## config.mk

```make
export PLATFORM = sky130hd
export DESIGN_NAME = usb_desc_reader
export DESIGN_NICKNAME = d
export VERILOG_FILES = /design/src/rtl/usb_desc_reader.sv
export SDC_FILE = /design/constraint.sdc
export NUM_CORES = 1
export LEC_CHECK = 0
export CAP_MARGIN = 10
export CORE_AREA = 2 2 154 156
export DETAILED_ROUTE_END_ITERATION = 12
export DIE_AREA = 0 0 156 158
export MAX_ROUTING_LAYER = met4
export PLACE_DENSITY = 0.82
export SLEW_MARGIN = 5
export SYNTH_ARGS = -nofsm -noshare
export SYNTH_HDL_FRONTEND = slang
export SYNTH_SLANG_ARGS = --single-unit
```

## constraint.sdc

```tcl
create_clock -name clk -period 7.19 [get_ports clk]
set_input_delay 1.438 -clock clk [delete_from_list [all_inputs] [get_ports clk]]
set_output_delay 1.438 -clock clk [all_outputs]
set_load 0.01 [all_outputs]
```

## src/rtl/usb_desc_reader.sv

```systemverilog
// usb_desc_reader: GET_DESCRIPTOR data-stage engine; looks up a descriptor in the
// ROM tables and streams it byte by byte as MAXPKT-sized EP0 IN packets.
module usb_desc_reader #(
  parameter int MAXPKT = 64
) (
  input  logic        clk,
  input  logic        rstn,
  input  logic        req_valid,
  input  logic [15:0] req_wvalue,
  input  logic [15:0] req_wlength,
  input  logic        hs_mode,
  input  logic        ctrl_abort,
  input  logic        in_req,
  output logic [7:0]  tx_tdata,
  output logic        tx_tvalid,
  input  logic        tx_tready,
  output logic        tx_tlast,
  output logic        tx_zlp,
  output logic        stall,
  output logic        done,
  output logic        busy,
  output logic [15:0] descrom_raddr_o,
  input  logic [7:0]  descrom_rdata_i,
  input  logic [15:0] desc_dev_addr_i,
  input  logic [15:0] desc_dev_len_i,
  input  logic [15:0] desc_qual_addr_i,
  input  logic [15:0] desc_qual_len_i,
  input  logic [15:0] desc_fscfg_addr_i,
  input  logic [15:0] desc_fscfg_len_i,
  input  logic [15:0] desc_hscfg_addr_i,
  input  logic [15:0] desc_hscfg_len_i,
  input  logic [15:0] desc_oscfg_addr_i,
  input  logic [15:0] desc_hidrpt_addr_i,
  input  logic [15:0] desc_hidrpt_len_i,
  input  logic [15:0] desc_bos_addr_i,
  input  logic [15:0] desc_bos_len_i,
  input  logic [15:0] desc_strlang_addr_i,
  input  logic [15:0] desc_strvendor_addr_i,
  input  logic [15:0] desc_strvendor_len_i,
  input  logic [15:0] desc_strproduct_addr_i,
  input  logic [15:0] desc_strproduct_len_i,
  input  logic [15:0] desc_strserial_addr_i,
  input  logic [15:0] desc_strserial_len_i,
  input  logic        desc_have_strings_i
);
  typedef enum logic [2:0] {IDLE, LOOKUP, WAIT_IN, SEND, ZLP} state_t;
  state_t      state_q, state_d;
  logic [15:0] wv_q, wv_d, wl_q, wl_d, ptr_q, ptr_d, rem_q, rem_d;
  logic [6:0]  pkt_q, pkt_d;
  logic        need_zlp_q, need_zlp_d, stall_q, stall_d, done_q, done_d;
  logic [15:0] base, len, rem_sel;
  logic        ok, xfer;
  always_comb begin
    ok   = 1'b1;
    base = '0;
    len  = '0;
    case (wv_q[15:8])
      8'h01: begin base = desc_dev_addr_i; len = desc_dev_len_i; end
      8'h02: begin
        base = hs_mode ? desc_hscfg_addr_i : desc_fscfg_addr_i;
        len  = hs_mode ? desc_hscfg_len_i : desc_fscfg_len_i;
      end
      8'h06: begin base = desc_qual_addr_i; len = desc_qual_len_i; end
      8'h07: begin base = desc_oscfg_addr_i; len = hs_mode ? desc_fscfg_len_i : desc_hscfg_len_i; end
      8'h22: begin base = desc_hidrpt_addr_i; len = desc_hidrpt_len_i; end
      8'h0F: begin base = desc_bos_addr_i; len = desc_bos_len_i; end
      8'h03: begin
        ok   = desc_have_strings_i && wv_q[7:0] <= 8'd3;
        base = wv_q[1:0] == 2'd0 ? desc_strlang_addr_i :
               wv_q[1:0] == 2'd1 ? desc_strvendor_addr_i :
               wv_q[1:0] == 2'd2 ? desc_strproduct_addr_i : desc_strserial_addr_i;
        len  = wv_q[1:0] == 2'd0 ? 16'd4 :
               wv_q[1:0] == 2'd1 ? desc_strvendor_len_i :
               wv_q[1:0] == 2'd2 ? desc_strproduct_len_i : desc_strserial_len_i;
      end
      default: ok = 1'b0;
    endcase
  end
  assign rem_sel = len < wl_q ? len : wl_q;
  assign xfer    = tx_tvalid && tx_tready;
  always_comb begin
    state_d    = state_q;
    wv_d       = wv_q;
    wl_d       = wl_q;
    ptr_d      = ptr_q;
    rem_d      = rem_q;
    pkt_d      = pkt_q;
    need_zlp_d = need_zlp_q;
    stall_d    = 1'b0;
    done_d     = 1'b0;
    if (ctrl_abort) state_d = IDLE;
    else case (state_q)
      IDLE: if (req_valid) begin
        state_d = LOOKUP;
        wv_d    = req_wvalue;
        wl_d    = req_wlength;
      end
      LOOKUP: if (!ok) begin
        stall_d = 1'b1;
        state_d = IDLE;
      end else if (wl_q == 16'd0) begin
        done_d  = 1'b1;
        state_d = IDLE;
      end else begin
        ptr_d      = base;
        rem_d      = rem_sel;
        need_zlp_d = rem_sel < wl_q && (rem_sel & 16'(MAXPKT - 1)) == 16'd0;
        state_d    = WAIT_IN;
      end
      WAIT_IN: if (in_req) begin
        pkt_d   = '0;
        state_d = rem_q != 16'd0 ? SEND : ZLP;
      end
      SEND: if (xfer) begin
        ptr_d = ptr_q + 16'd1;
        rem_d = rem_q - 16'd1;
        pkt_d = pkt_q + 7'd1;
        // rem_q>1 means bytes remain after this handshake
        if (tx_tlast) begin
          state_d = rem_q != 16'd1 || need_zlp_q ? WAIT_IN : IDLE;
          done_d  = rem_q == 16'd1 && !need_zlp_q;
        end
      end
      ZLP: begin
        need_zlp_d = 1'b0;
        done_d     = 1'b1;
        state_d    = IDLE;
      end
      default: state_d = IDLE;
    endcase
  end
  always_ff @(posedge clk or negedge rstn) begin
    if (!rstn) begin
      state_q    <= IDLE;
      wv_q       <= '0;
      wl_q       <= '0;
      ptr_q      <= '0;
      rem_q      <= '0;
      pkt_q      <= '0;
      need_zlp_q <= 1'b0;
      stall_q    <= 1'b0;
      done_q     <= 1'b0;
    end else begin
      state_q    <= state_d;
      wv_q       <= wv_d;
      wl_q       <= wl_d;
      ptr_q      <= ptr_d;
      rem_q      <= rem_d;
      pkt_q      <= pkt_d;
      need_zlp_q <= need_zlp_d;
      stall_q    <= stall_d;
      done_q     <= done_d;
    end
  end
  assign tx_tvalid       = state_q == SEND;
  assign tx_tlast        = tx_tvalid && (pkt_q == 7'(MAXPKT - 1) || rem_q == 16'd1);
  assign tx_tdata        = descrom_rdata_i;
  assign tx_zlp          = state_q == ZLP && !ctrl_abort;
  assign stall           = stall_q;
  assign done            = done_q;
  assign busy            = state_q != IDLE;
  assign descrom_raddr_o = ptr_q;
endmodule

```

* Word level (Yosys, flattened, before mapping) *
Cells that the tools add are included.

cells by class
  muxes and demuxes = 46
  order comparisons = 3
  bitwise logic cells = 1
  reduce and logical (&&, ||, !) cells = 25
  add/subtract/negate cells = 3
  equality and inequality tests = 24

operators by type and width
  cell                                                             number
  2-to-1 mux 16 bit                                                16
  one-hot mux 16 bit (7 select lines)                              2
  one-hot mux 16 bit (2 select lines)                              2
  logical NOT 16 bit                                               2
  < comparator 16 bit                                              2
  2-to-1 mux 3 bit                                                 6
  adder 16 x 1 -> 16 bit (second input constant)                   1
  equality test 16 x 1 -> 1 bit (second input constant)            1
  equality test 8 x 2 -> 1 bit (second input constant)             2
  equality test 8 x 3 -> 1 bit (second input constant)             2
  inequality test 16 x 1 -> 1 bit (second input constant)          1
  nonzero test 16 bit                                              1
  subtractor 16 x 1 -> 16 bit (second input constant)              1
  2-to-1 mux 7 bit                                                 2
  one-hot mux 7 bit (2 select lines)                               1
  one-hot mux 3 bit (4 select lines)                               1
  AND reduction 4 bit                                              3
  2-to-1 mux 1 bit                                                 10
  equality test 8 x 1 -> 1 bit (second input constant)             1
  equality test 8 x 4 -> 1 bit (second input constant)             1
  equality test 8 x 6 -> 1 bit (second input constant)             1
  less-or-equal comparator 8 x 2 -> 1 bit (second input constant)  1
  adder 7 x 1 -> 7 bit (second input constant)                     1
  equality test 7 x 6 -> 1 bit (second input constant)             1
  23 further kinds                                                 40

storage, ports and cells
  output and inout bits = 30
  input port bits = 368
  word-level logic and storage cells = 111
  flip-flop bits (word level) = 77

* Longest topological paths before layout *
  depth after elaboration = 12
  depth in mapped cells = 26
  mapped depth without buffers = 22

* Least setup slack after synthesis *
Ideal clock, no wire load.

  path kind = input to register
  from = in hs_mode
  to = reg need_zlp_q
  setup slack = 0.969 ns
  data required time = 7.069 ns
  stages = 22
  arrival time = 6.100 ns
  cells stage by stage = buf_2 -> buf_2 -> mux2i_1 -> nand2_1 -> o211a_1 -> a221oi_1 -> o21ai_0 -> ha_1 -> and4_1 -> nand2_2 -> or4_4 -> o221ai_4 -> nor2_2 -> buf_6 -> mux2_4 -> ha_1 -> nand3_1 -> or3_1 -> a2111oi_0 -> a2111o_1 -> o41ai_1 -> a22o_1

between the ends
  longest elaborated chain between the ends = 9
  elaborated cells on any way between the ends = 11
  those cells by class = 2 x order compare; 7 x mux; 2 x reduce/logical

RTL lines
  item                                                       line    source
  from (decl)                                                11      input logic hs_mode,
  2-to-1 mux 16 bit, on equally long branches                64, 61
  one-hot mux 16 bit (7 select lines) *                      57      case (wv_q[15:8])
  < comparator 16 bit                                        79      assign rem_sel = len < wl_q ? len : wl_q;
  2-to-1 mux 16 bit *                                        79
  < comparator 16 bit or logical NOT 16 bit (tied branches)  107     need_zlp_d = rem_sel < wl_q && (rem_sel & 16'(MAXPKT - 1)) == 16'd0;
  logical AND 1 bit *                                        107
  2-to-1 mux 1 bit *                                         101     end else if (wl_q == 16'd0) begin
  2-to-1 mux 1 bit *                                         98      LOOKUP: if (!ok) begin
  one-hot mux 1 bit (2 select lines) *                       92      else case (state_q)
  to (signal assigned)                                       150     need_zlp_q <= need_zlp_d;
  to (decl)                                                  50      logic need_zlp_q, need_zlp_d, stall_q, stall_d, done_q, done_d;

Every way passes the cells marked *; elsewhere a longest branch is shown, timed or not. The select of a mux whose other input is x is not followed.
A chain may end at the register's enable or synchronous reset.

* Worst setup path after layout *
  from = in desc_strproduct_len_i[3]
  to = reg need_zlp_q

between the ends
  longest elaborated chain between the ends = 11
  elaborated cells on any way between the ends = 12
  those cells by class = 2 x order compare; 8 x mux; 2 x reduce/logical

RTL lines
  item                                                       line  source
  from (decl)                                                41    input logic [15:0] desc_strproduct_len_i,
  2-to-1 mux 16 bit *                                        74    wv_q[1:0] == 2'd2 ? desc_strproduct_len_i : desc_strserial_len_i;
  2-to-1 mux 16 bit *                                        73    wv_q[1:0] == 2'd1 ? desc_strvendor_len_i :
  2-to-1 mux 16 bit *                                        72    len = wv_q[1:0] == 2'd0 ? 16'd4 :
  one-hot mux 16 bit (7 select lines) *                      57
  < comparator 16 bit                                        79
  2-to-1 mux 16 bit *                                        79
  < comparator 16 bit or logical NOT 16 bit (tied branches)  107
  logical AND 1 bit *                                        107
  2-to-1 mux 1 bit *                                         101
  2-to-1 mux 1 bit *                                         98
  one-hot mux 1 bit (2 select lines) *                       92

Marked as above.

==> metrics.md <==
| Metric | Value |
|---|---|
| Run status | `completed` |
| First-pass GRT wire length | `52.4 mm` |
| CP max stage delay | `0.45 ns` |
| Hold Crit Class | `flop to flop` |
| WL/cell | `22.8 microns` |
| Async SR Flop Fraction | `100%` |
| DRC | `0` |
| CP Cell Sequence | `clkdlybuf4s50_1 -> mux2_2 -> a221o_1 -> a22oi_1 -> o221ai_1 -> ha_1 -> a2111oi_0 -> or4_4 -> o221ai_4 -> nor2_2 -> buf_4 -> mux2_2 -> ha_1 -> a211oi_1 -> a2111oi_0 -> a2111o_1 -> o41ai_1 -> a22o_1` |
| Leak | `slightly below 5 nW` |
| Root Buffer Master | `clkbuf_16` |
| Final Hold Viols | `0` |
| Core area | `0.0231 sq mm` |
| Nets | `around 1700` |
| Post-CTS setup buffers | `0` |
| PwrDens | `approximately 280 mW/mm^2` |
| Final WL | `35.2 mm` |
| CTS clk-pin slew, worst paths | `approximately 0.06 ns` |
| Fmax | `152 MHz` |
| CP max stage cell | `nor2_2` |
| Synth cell types | `81` |
| Post-synth top cells | `a21oi_1 (81), dfrtp_1 (77), o21ai_0 (67), mux2i_1 (64), nor2_1 (58)` |
| Max_slew headroom | `29.6%` |
| Share of the synthesized area in the top cell type | `24.2%` |
| Worst-Skew Late Latency | `roughly 0.35 ns` |
| Final ANT Viol Nets | `0` |
| Die H | `158 microns` |
| Top_reg_cell synth | `dfrtp_1` |
| Area leader, netlist | `dfrtp_1` |
| Die X | `156 microns` |
| RSZ-0062 raised after global routing | `false` |
| WP data required | `7.48 ns` |
| Worst Hold Depth | `1` |
| Reg2Reg Depth | `18` |
| Placement Cell Area | `0.0120 sq mm` |
| Post-CTS sizing | `0` |
| Ratio of cells with drive above 1 in the final layout | `11.8%` |
| IO Count | `398` |
| Met2 Use GR | `between 40% and 50%` |
| Grt met1 use | `33.3%` |
| GR Overflow Total | `0` |
| Final TNS setup | `0 ns` |
| Most common cell in the netlist | `a21oi_1` |
| Initial Utilization | `34.6%` |
| Clock Path Buffers | `2` |
| First DRT Iteration DRCs | `between 700 and 800` |
| Area grow syn2layout | `54.2%` |
| Inserted Clock Buffers | `9` |
| Fillcell total | `2084` |
| Ratio of final minimum period to clock period | `between 90 and 100%` |
| Tot GR Track Use | `28.7%` |
| Post-layout minimum cycle time | `6.60 ns` |
| Port buffer count | `381` |
| Pins Over Slew Limit | `0` |
| Post-synth EDFFs | `0` |
| First-pass DRT Iterations | `5` |
| CP max FO | `9` |
| Hold buffers post-CTS | `0` |
| Mapped Area | `0.00797 sq mm` |
| Mean post-synth cell area | `8.78 sq um` |
| Actual slew at the worst max-slew pin | `1.06 ns` |
| Setup crit start kind | `input pin` |
| Final setup viols | `0` |
| Flops & latches, synth | `77` |
| Mapped Cells | `908` |
| Die area | `roughly 0.025 sq mm` |
| Crit path kind | `input pin to flop` |
| Crit. End Element | `flop` |
| Sequential fraction of the synthesis area | `24.2%` |
| Clk_skew | `0.00645 ns` |
| Vias/cell | `5.89` |
| Post-DP HPWL | `28.6 mm` |
| GP Congestion | `between 0.9 and 1` |
| FP Rows | `56` |
| Area contributors post-synth | `dfrtp_1 (24%), mux2i_1 (8.0%), mux2_2 (7.3%), ha_1 (5.3%), a21oi_1 (5.1%)` |
| Final Cell Area | `0.0123 sq mm` |
| H-tree depth | `3` |
| Max_cap viols | `0` |
| Largest net degree at the start of global routing | `78` |
| Initial antenna violation count | `2` |
| Finished Layout Cells | `around 1500` |
| Dpl cells | `1527` |
| Vias in the first global route | `9206` |
| Post-Syn Nets | `1310` |
| Max VDD drop | `239 uV` |
| TritonCTS clock tree | `done` |
| Hold WS | `a little under 0.5 ns` |
| Grt peak-use layer | `met2` |
| Yosys warning count | `0` |
| Met3 Usage GRT | `slightly below 7%` |
| Arr. time, crit path | `~6.9 ns` |
| Tot Pwr | `between 3 and 4 mW` |
| Clock sinks | `77` |
| Routed via count | `9103` |
layout make-up:
cell class	count	area, sq um	share of cell area [%]
Clock inverter	4	70.1	0.570
Timing Repair Buffer	409	4020	32.7
Multi-Input combinational cell	717	5520	44.9
Sequential cell	77	1930	15.7
Clock buffer	12	256	2.09
Tap cell	290	363	2.95
Inverter	34	128	1.04
Antenna cell	2	5.00	0.0407
final timing paths:
kind | slack, ns | start | end
worst max-delay path | 0.59 | desc_strproduct_len_i[3] | need_zlp_q
worst min-delay path | 0.49 | pkt_q[6] | pkt_q[6]
worst max register to register | 0.88 | wv_q[13] | need_zlp_q
worst min register to register | 0.49 | pkt_q[6] | pkt_q[6]
max in group asynchronous | 5.24 | rstn | rem_q[10]
min in group asynchronous | 1.22 | rstn | wv_q[14]
metal layers:
layer,share of wire (%),vias up
met2,48,533
met5,0,-
met4,3.5,0
met1,39,4295
met3,9.1,75
li1,-,4200
power breakdown:
part	switching [mW]	internal (mW)	total, mW
combinational	1.13	0.985	2.12
clock	0.185	0.322	0.506
sequential	0.252	0.613	0.865
total	1.57	1.92	3.49
worst max-delay path: cells and delay by family:
kind / cells / cell delay, ns
AOI/OAI and AO/OA: 10 / 2.90
adders and majority gates: 2 / 0.60
buffers and inverters: 2 / 0.63
muxes: 2 / 0.62
and+or+nand+nor: 2 / 0.70
cells by family (layout without fill, tap and decap cells):
group | after synthesis | count (layout) | synth area share, %
buffers and inverters | 114 | 459 | 6.81
other | 0 | 2 | 0
DFF | 77 | 77 | 24.2
muxes | 138 | 138 | 21.0
adders and majority gates | 34 | 34 | 5.34
and+or+nand+nor | 231 | 231 | 15.3
AOI/OAI and AO/OA | 314 | 314 | 27.3
layout by cell type, fill, tap and decap left out, types with 34 or more instances in the layout:
cell	instances
a21oi_1	81
clkdlybuf4s50_1	379
dfrtp_1	74
ha_1	34
inv_1	34
mux2_2	52
mux2i_1	64
nand2_1	52
nor2_1	58
o21ai_0	67
flip-flops by register name (all words and copies together), names as in the netlist:
| name | flops |
|---|---|
| rem_q | 16 |
| wl_q | 16 |
| wv_q | 16 |
| descrom_raddr_o | 16 |
| stall | 1 |
| pkt_q | 7 |
| done | 1 |
| need_zlp_q | 1 |
| state_q | 3 |
per-stage QoR:
stage,util (%),setup slack (ns)
2_1_floorplan,-,0.969
3_3_place_gp,51.9,0.353
3_5_place_dp,51.9,0.322
4_1_cts,53.3,0.672
5_1_grt,53.3,0.366
6_report,53.3,0.590
(Power assumes the default switching activity.)
